`src/rtl/coeff_loader.sv`:
```
// -----------------------------------------------------------------------------
// coeff_loader
//
// Write-side sequencer for the coefficient register interface. A single start
// pulse captures a packed set of NUM_COEFF coefficients into a shadow register.
// The block then issues one load per coefficient, starting at select 0 and
// counting upward. A downstream hold stalls the sequence so that coefficients
// never change while a sample is in flight. The outputs connect port-for-port
// to coeff_reg.
//
// Parameters:
//   NUM_COEFF   - coefficient slots per sequence (1..4, limited by 2-bit select)
//   COEFF_WIDTH - width of each packed coefficient, zero-extended to 16 bits
//
// Ports:
//   clk        in   system clock, rising edge
//   n_rst      in   asynchronous active-low reset
//   start      in   request a new load sequence (only looked at while idle)
//   coeff_data in   packed coefficients, slot k at [k*COEFF_WIDTH +: COEFF_WIDTH]
//   hold       in   downstream busy, suppresses loads while high
//   coeff_ld   out  load strobe to coeff_reg
//   coeff_sel  out  slot address to coeff_reg
//   coeff_in   out  zero-extended coefficient value for the addressed slot
//   busy       out  sequence in progress
//   done       out  one-cycle pulse after the final load
// -----------------------------------------------------------------------------
module coeff_loader #(
   parameter int NUM_COEFF   = 3,
   parameter int COEFF_WIDTH = 12
) (
   input  logic                             clk,
   input  logic                             n_rst,
   input  logic                             start,
   input  logic [NUM_COEFF*COEFF_WIDTH-1:0] coeff_data,
   input  logic                             hold,
   output logic                             coeff_ld,
   output logic [1:0]                       coeff_sel,
   output logic [15:0]                      coeff_in,
   output logic                             busy,
   output logic                             done
);

   typedef enum logic [1:0] {
      IDLE = 2'd0,
      LOAD = 2'd1,
      DONE = 2'd2
   } state_t;

   localparam logic [1:0] LAST_INDEX = 2'(NUM_COEFF - 1);

   state_t                           state_q, state_d;
   logic [1:0]                       index_q, index_d;
   logic [NUM_COEFF*COEFF_WIDTH-1:0] shadow_q, shadow_d;
   logic [COEFF_WIDTH-1:0]           pendingSlot;

   // The slot being presented comes from the shadow copy. The host can
   // therefore change coeff_data freely once a sequence has been accepted.
   assign pendingSlot = shadow_q[32'(index_q)*COEFF_WIDTH +: COEFF_WIDTH];

   // State, slot index and captured coefficient set
   always_ff @(posedge clk or negedge n_rst) begin
      if (!n_rst) begin
         state_q  <= IDLE;
         index_q  <= 2'd0;
         shadow_q <= '0;
      end else begin
         state_q  <= state_d;
         index_q  <= index_d;
         shadow_q <= shadow_d;
      end
   end

   // Next-state and output decode. Outputs depend only on state, index and
   // hold. As a result, a stalled slot stays on coeff_sel/coeff_in with the
   // strobe dropped until hold clears.
   always_comb begin
      state_d   = state_q;
      index_d   = index_q;
      shadow_d  = shadow_q;
      coeff_ld  = 1'b0;
      coeff_sel = 2'd0;
      coeff_in  = 16'd0;
      busy      = 1'b0;
      done      = 1'b0;

      case (state_q)
         IDLE: begin
            if (start) begin
               shadow_d = coeff_data;
               index_d  = 2'd0;
               state_d  = LOAD;
            end
         end

         LOAD: begin
            busy      = 1'b1;
            coeff_ld  = !hold;
            coeff_sel = index_q;
            coeff_in  = 16'(pendingSlot);
            if (!hold) begin
               if (index_q == LAST_INDEX) begin
                  state_d = DONE;
               end else begin
                  index_d = index_q + 2'd1;
               end
            end
         end

         DONE: begin
            busy    = 1'b1;
            done    = 1'b1;
            index_d = 2'd0;
            state_d = IDLE;
         end

         default: begin
            state_d = IDLE;
            index_d = 2'd0;
         end
      endcase
   end

endmodule
```
`config.mk`:
```
export PLATFORM = sky130hd
export DESIGN_NAME = coeff_loader
export DESIGN_NICKNAME = d
export VERILOG_FILES = /design/src/rtl/coeff_loader.sv
export SDC_FILE = /design/constraint.sdc
export NUM_CORES = 1
export LEC_CHECK = 0
export ABC_AREA = 1
export CORE_ASPECT_RATIO = 1.4
export CORE_UTILIZATION = 30
export CTS_BUF_LIST = sky130_fd_sc_hd__clkbuf_4 sky130_fd_sc_hd__clkbuf_8 sky130_fd_sc_hd__clkbuf_16
export CTS_CLUSTER_SIZE = 20
export DETAILED_ROUTE_END_ITERATION = 8
export DONT_BUFFER_PORTS = 1
export SKIP_LAST_GASP = 1
export SLEW_MARGIN = 20
export SYNTH_ARGS = -nofsm -noshare
export SYNTH_HDL_FRONTEND = slang
export SYNTH_SLANG_ARGS = --single-unit
```
`constraint.sdc`:
```
create_clock -name clk -period 2.6 [get_ports clk]
set_clock_uncertainty 0.1 [all_clocks]
set_input_delay 0.39 -clock clk [delete_from_list [all_inputs] [get_ports clk]]
set_output_delay 0.39 -clock clk [all_outputs]
set_load 0.02 [all_outputs]
```
### Word-level counts from Yosys, hierarchy flattened

Cells that the tools add are included.

| cells by class | value |
|---|---|
| add/subtract/negate cells | 1 |
| multiply operators | 1 |
| eq/ne operators | 7 |
| shift-type cells | 1 |
| muxes and demuxes | 13 |
| reduce and logical (&&, ||, !) cells | 6 |

Operators by type and width:

| kind | number |
|---|---|
| 36-bit by 7-bit variable part select with 12-bit output | 1 |
| 2-bit two-way mux | 7 |
| 12-bit two-way mux | 1 |
| 2-bit inequality test (second input constant) | 4 |
| 2-bit one-hot mux with 2 select lines | 2 |
| 3-bit AND reduction | 2 |
| 2-bit equality test (second input constant) | 2 |
| 2-bit by 2-bit multiplier with 4-bit output (second input constant) | 1 |
| 1-bit two-way mux | 3 |
| 2-bit by 1-bit adder with 2-bit output (second input constant) | 1 |
| 2-bit by 1-bit equality test with 1-bit output (second input constant) | 1 |
| 2-bit zero test | 1 |
| 2-bit AND reduction | 1 |
| 2-bit OR reduction | 1 |
| 1-bit zero test | 1 |

| word-level totals | value |
|---|---|
| flip-flop bits (word level) | 40 |
| input port bits | 40 |
| output and inout port bits | 21 |

### Logic depth before layout (Yosys ltp)

| depth | value |
|---|---|
| word-level depth | 4 |
| mapped depth | 9 |

### Worst setup path before layout

OpenSTA, ideal clock, no wires.

| path | value |
|---|---|
| kind | register -> output |
| start | register state_q[1] |
| end | output port coeff_in[10] |
| arrival time | 1.289 ns |
| required time | 2.110 ns |
| setup slack | 0.821 ns |
| stages on the path, launching flop included | 6 |
| cell sequence | dfrtp_1 -> inv_1 -> ha_1 -> inv_1 -> clkbuf_1 -> a21oi_1 |

| between the ends | value |
|---|---|
| cells in the longest elaborated chain, start to end | 2 |

Ends and longest elaborated chain:

| what | line | source |
|---|---|---|
| start, declared | 51 | `state_t state_q, state_d;` |
| start signal, assigned | 67 | `state_q <= state_d;` |
| 2-bit by 1-bit equality test with 1-bit output | 86 | `case (state_q)` |
| 12-bit two-way mux | 86 |  |
| end, declared | 38 | `output logic [15:0] coeff_in,` |

Every way passes these cells.

### Worst setup path after layout

| path | value |
|---|---|
| start | register index_q[0] |
| end | output port coeff_in[6] |

| between the ends | value |
|---|---|
| cells in the longest elaborated chain, start to end | 3 |

Ends and longest elaborated chain:

| what | line | source |
|---|---|---|
| start, declared | 52 | `logic [1:0] index_q, index_d;` |
| start signal, assigned | 68 | `index_q <= index_d;` |
| 2-bit by 2-bit multiplier with 4-bit output | 58 | `assign pendingSlot = shadow_q[32'(index_q)*COEFF_WIDTH +: COEFF_WIDTH];` |
| 36-bit by 7-bit variable part select with 12-bit output | 58 |  |
| 12-bit two-way mux | 86 |  |

Every way passes these cells.

==> qor.yml <==
ys_seq_elements: 40
tns_ps: 0
grt_util_met1_pct: 17.10
vias: 1610
finalCriticalPeriod_ps: 2351
drive_above_1_share_pct: 5.639
cpMaxStageDelayCell: "dfrtp_1"
syn_area_um2: 2053
post-place-ws_ps: 570.6
cp_top_family: "flip-flops"
antenna_found_initial: 0
status: "finished clean"
endpoint: "coeff_in[6]"
place_inst: 348
synth.most_common_cell: "nand2_1"
drt_pre_antenna_iters: 4
synth_top_cell_by_area: "dfrtp_1"
gr-usage-met3_pct: 3.213
ys.flop_type: "dfrtp_1"
maxSlewViolCount: 0
clockRootBuffer: "clkbuf_8"
portBuffers: 0
worst-path-buf-inv: 1
worstMarginPinSlew_ps: 559.8
clock_latency_ps: 290
cp-end-kind: "primary output"
synth.yosys.seq_area_share_pct: 48.75
yosysUniqueCellTypes: 15
postCtsSetupBuffers: 0
clock-sinks: 40
vias_per_cell: 4.497
yosys_warnings: 0
track_usage_pct: 14.35
hold_violations: 0
syn_avg_cell_area_um2: 7.633
cts_tree: "built"
h-tree-depth: 2
startpoint: "index_q[0]"
initial_core_util_pct: 31.05
core_um2: 6613
synth_top_area_share_pct: 48.75
crit_path_max_incr_delay_ps: 700
grt_pass1_vias: 1589
worstHoldStart: "coeff_data[29]"
r2r_setup_slack_ps: 760
diodes: 0
synth_edf_count: 0
cts_buffer_depth: 2
fmax_mhz: 425.3
cts_inserted_buffers: 5
yosys-top-cells-count: "78 x nand2_1, 40 x dfrtp_1, 36 x a21oi_1"
wire_per_inst_um: 13.42
finalSetupViolations: 0
timing.rr.start: "index_q[0]"
worstSetupStartpointType: "flip-flop"
gp_congestion: 0.8424
cp.required_ps: 2110
drtAntennaViolNets: 0
netlist_instances: 269
setup_slack_ps: 248.7
post-dp-hpwl_um: 3675
maxCapViolCount: 0
io_pins: 61
crit_type: "flip-flop to primary output"
dieArea_um2: 7184
areaGrowthSynthToFinish_pct: 8.105
r2r_cells: 7
die_h_um: 99.89
finalCritPeriodShare_pct: 90.44
crit_chain: "inv_2 -> nand2_1 -> nand3_1 -> a21oi_1"
grt_max_degree: 41
r2r-end: "index_q[0]"
synthTopCellsByArea: "dfrtp_1 49%, nand2_1 14%, a21oi_1 8.8%"
p_leak_uw: 0.001168
vdd_drop_max_uv: 392.3
grt_overflow_total: 0
timing.slew.headroom_pct: 62.68
stdcell_count: 358
die_w_um: 71.92
row_count: 35
drt-initial-drc-count: 70
rsz0062_at_grt: "false"
async_reset_ff_share_pct: 100.0
p_per_area_nw_per_um2: 1274
drt-total-wl_um: 4806
grt_busiest_layer: "met2"
path_max_fanout: 16
met2_usage_pct: 24.31
arrival_ps: 1860
cts_resized: 0
clk_pin_slew_ps: 70
fin_nets: 311
cp.depth: 4
drc: 0
hold_path_class: "input pin to flip-flop"
grt_pass1_wl_um: 7921
hold_depth: 2
fillers: 734
## layer usage
metal,routed length [µm],vias to the layer above
met5,0,-
met4,115,0
met3,191,10
met2,2405,44
met1,2094,742
li1,-,814
## report_power, final
| part | switching [µW] | internal [µW] | total (µW) | leakage (µW) |
|---|---|---|---|---|
| combinational | 945 | 381 | 1330 | 0.000658 |
| sequential | 144 | 915 | 1060 | 0.000463 |
| clock | 216 | 226 | 442 | 0.0000479 |
## state kept, by name, summed over array words and instances, names as in the netlist
| signal | cells |
|---|---|
| index_q | 2 |
| shadow_q | 36 |
| state_q | 2 |
## final cells by class
type / instances / area, µm² / share of cell area (%)
Timing Repair Buffer: 4 / 57.56 / 2.593
Sequential cell: 40 / 1001 / 45.10
Clock inverter: 1 / 7.507 / 0.3382
Multi-Input combinational cell: 179 / 817.0 / 36.81
Clock buffer: 7 / 90.09 / 4.059
Tap cell: 92 / 115.1 / 5.186
Inverter: 35 / 131.4 / 5.919
## worst register-to-register path, stage by stage (launching register included)
cell and delay [ps]:
dfrtp_1 700, inv_2 250, ha_1 300, inv_1 60, nand2_1 70, nor2_1 160
nand2_1 70, nand2_1 60
## stage by stage
stage | power [µW] | util, % | area, µm² | hold WS [ps]
final | 2827 | 33.57 | 2220 | 130.0
after global routing | 3082 | 33.57 | 2220 | 129.0
after CTS | 2861 | 33.57 | 2220 | 121.8
after detailed placement | 2398 | 31.64 | 2092 | -4.526
after global placement | 2361 | 31.64 | 2092 | -4.740
after floorplan | 2151 | - | 2064 | -5.591
## layout by cell type, fill, tap and decap left out
cell type	instances
nand2_1	77
dfrtp_1	40
a21oi_1	36
inv_1	33
nand3_1	26
nor2_1	26
ha_1	6
clkbuf_8	6
conb_1	4
inv_2	2
nand4_1	2
buf_12	2
nor2_4	1
nand2_2	1
clkinvlp_4	1
clkbuf_4	1
dlygate4sd3_1	1
buf_4	1
## repair_timing
action	in CTS	in global routing
endpoints found under the setup margin	0	0
hold endpoints to repair	40	0
hold buffers	2	0
## worst min path at each step
| stage | to | slack [ps] |
|---|---|---|
| floorplan | index_q[0] | -6 |
| global placement | shadow_q[24] | -5 |
| detailed placement | shadow_q[24] | -5 |
| CTS | shadow_q[29] | 120 |
| global route | shadow_q[30] | 130 |
| finish | shadow_q[29] | 130 |
## logic make-up (layout without fill, tap and decap cells)
kind of cell | count (synthesis) | count (layout) | share of synthesized area [%]
simple gates | 133 | 133 | 26.51
buf+inv | 53 | 47 | 12.13
flops | 40 | 40 | 48.75
compound gates | 36 | 36 | 8.775
fa+ha+maj | 6 | 6 | 3.656
other cells | 1 | 4 | 0.1826
(Power assumes the default switching activity.)
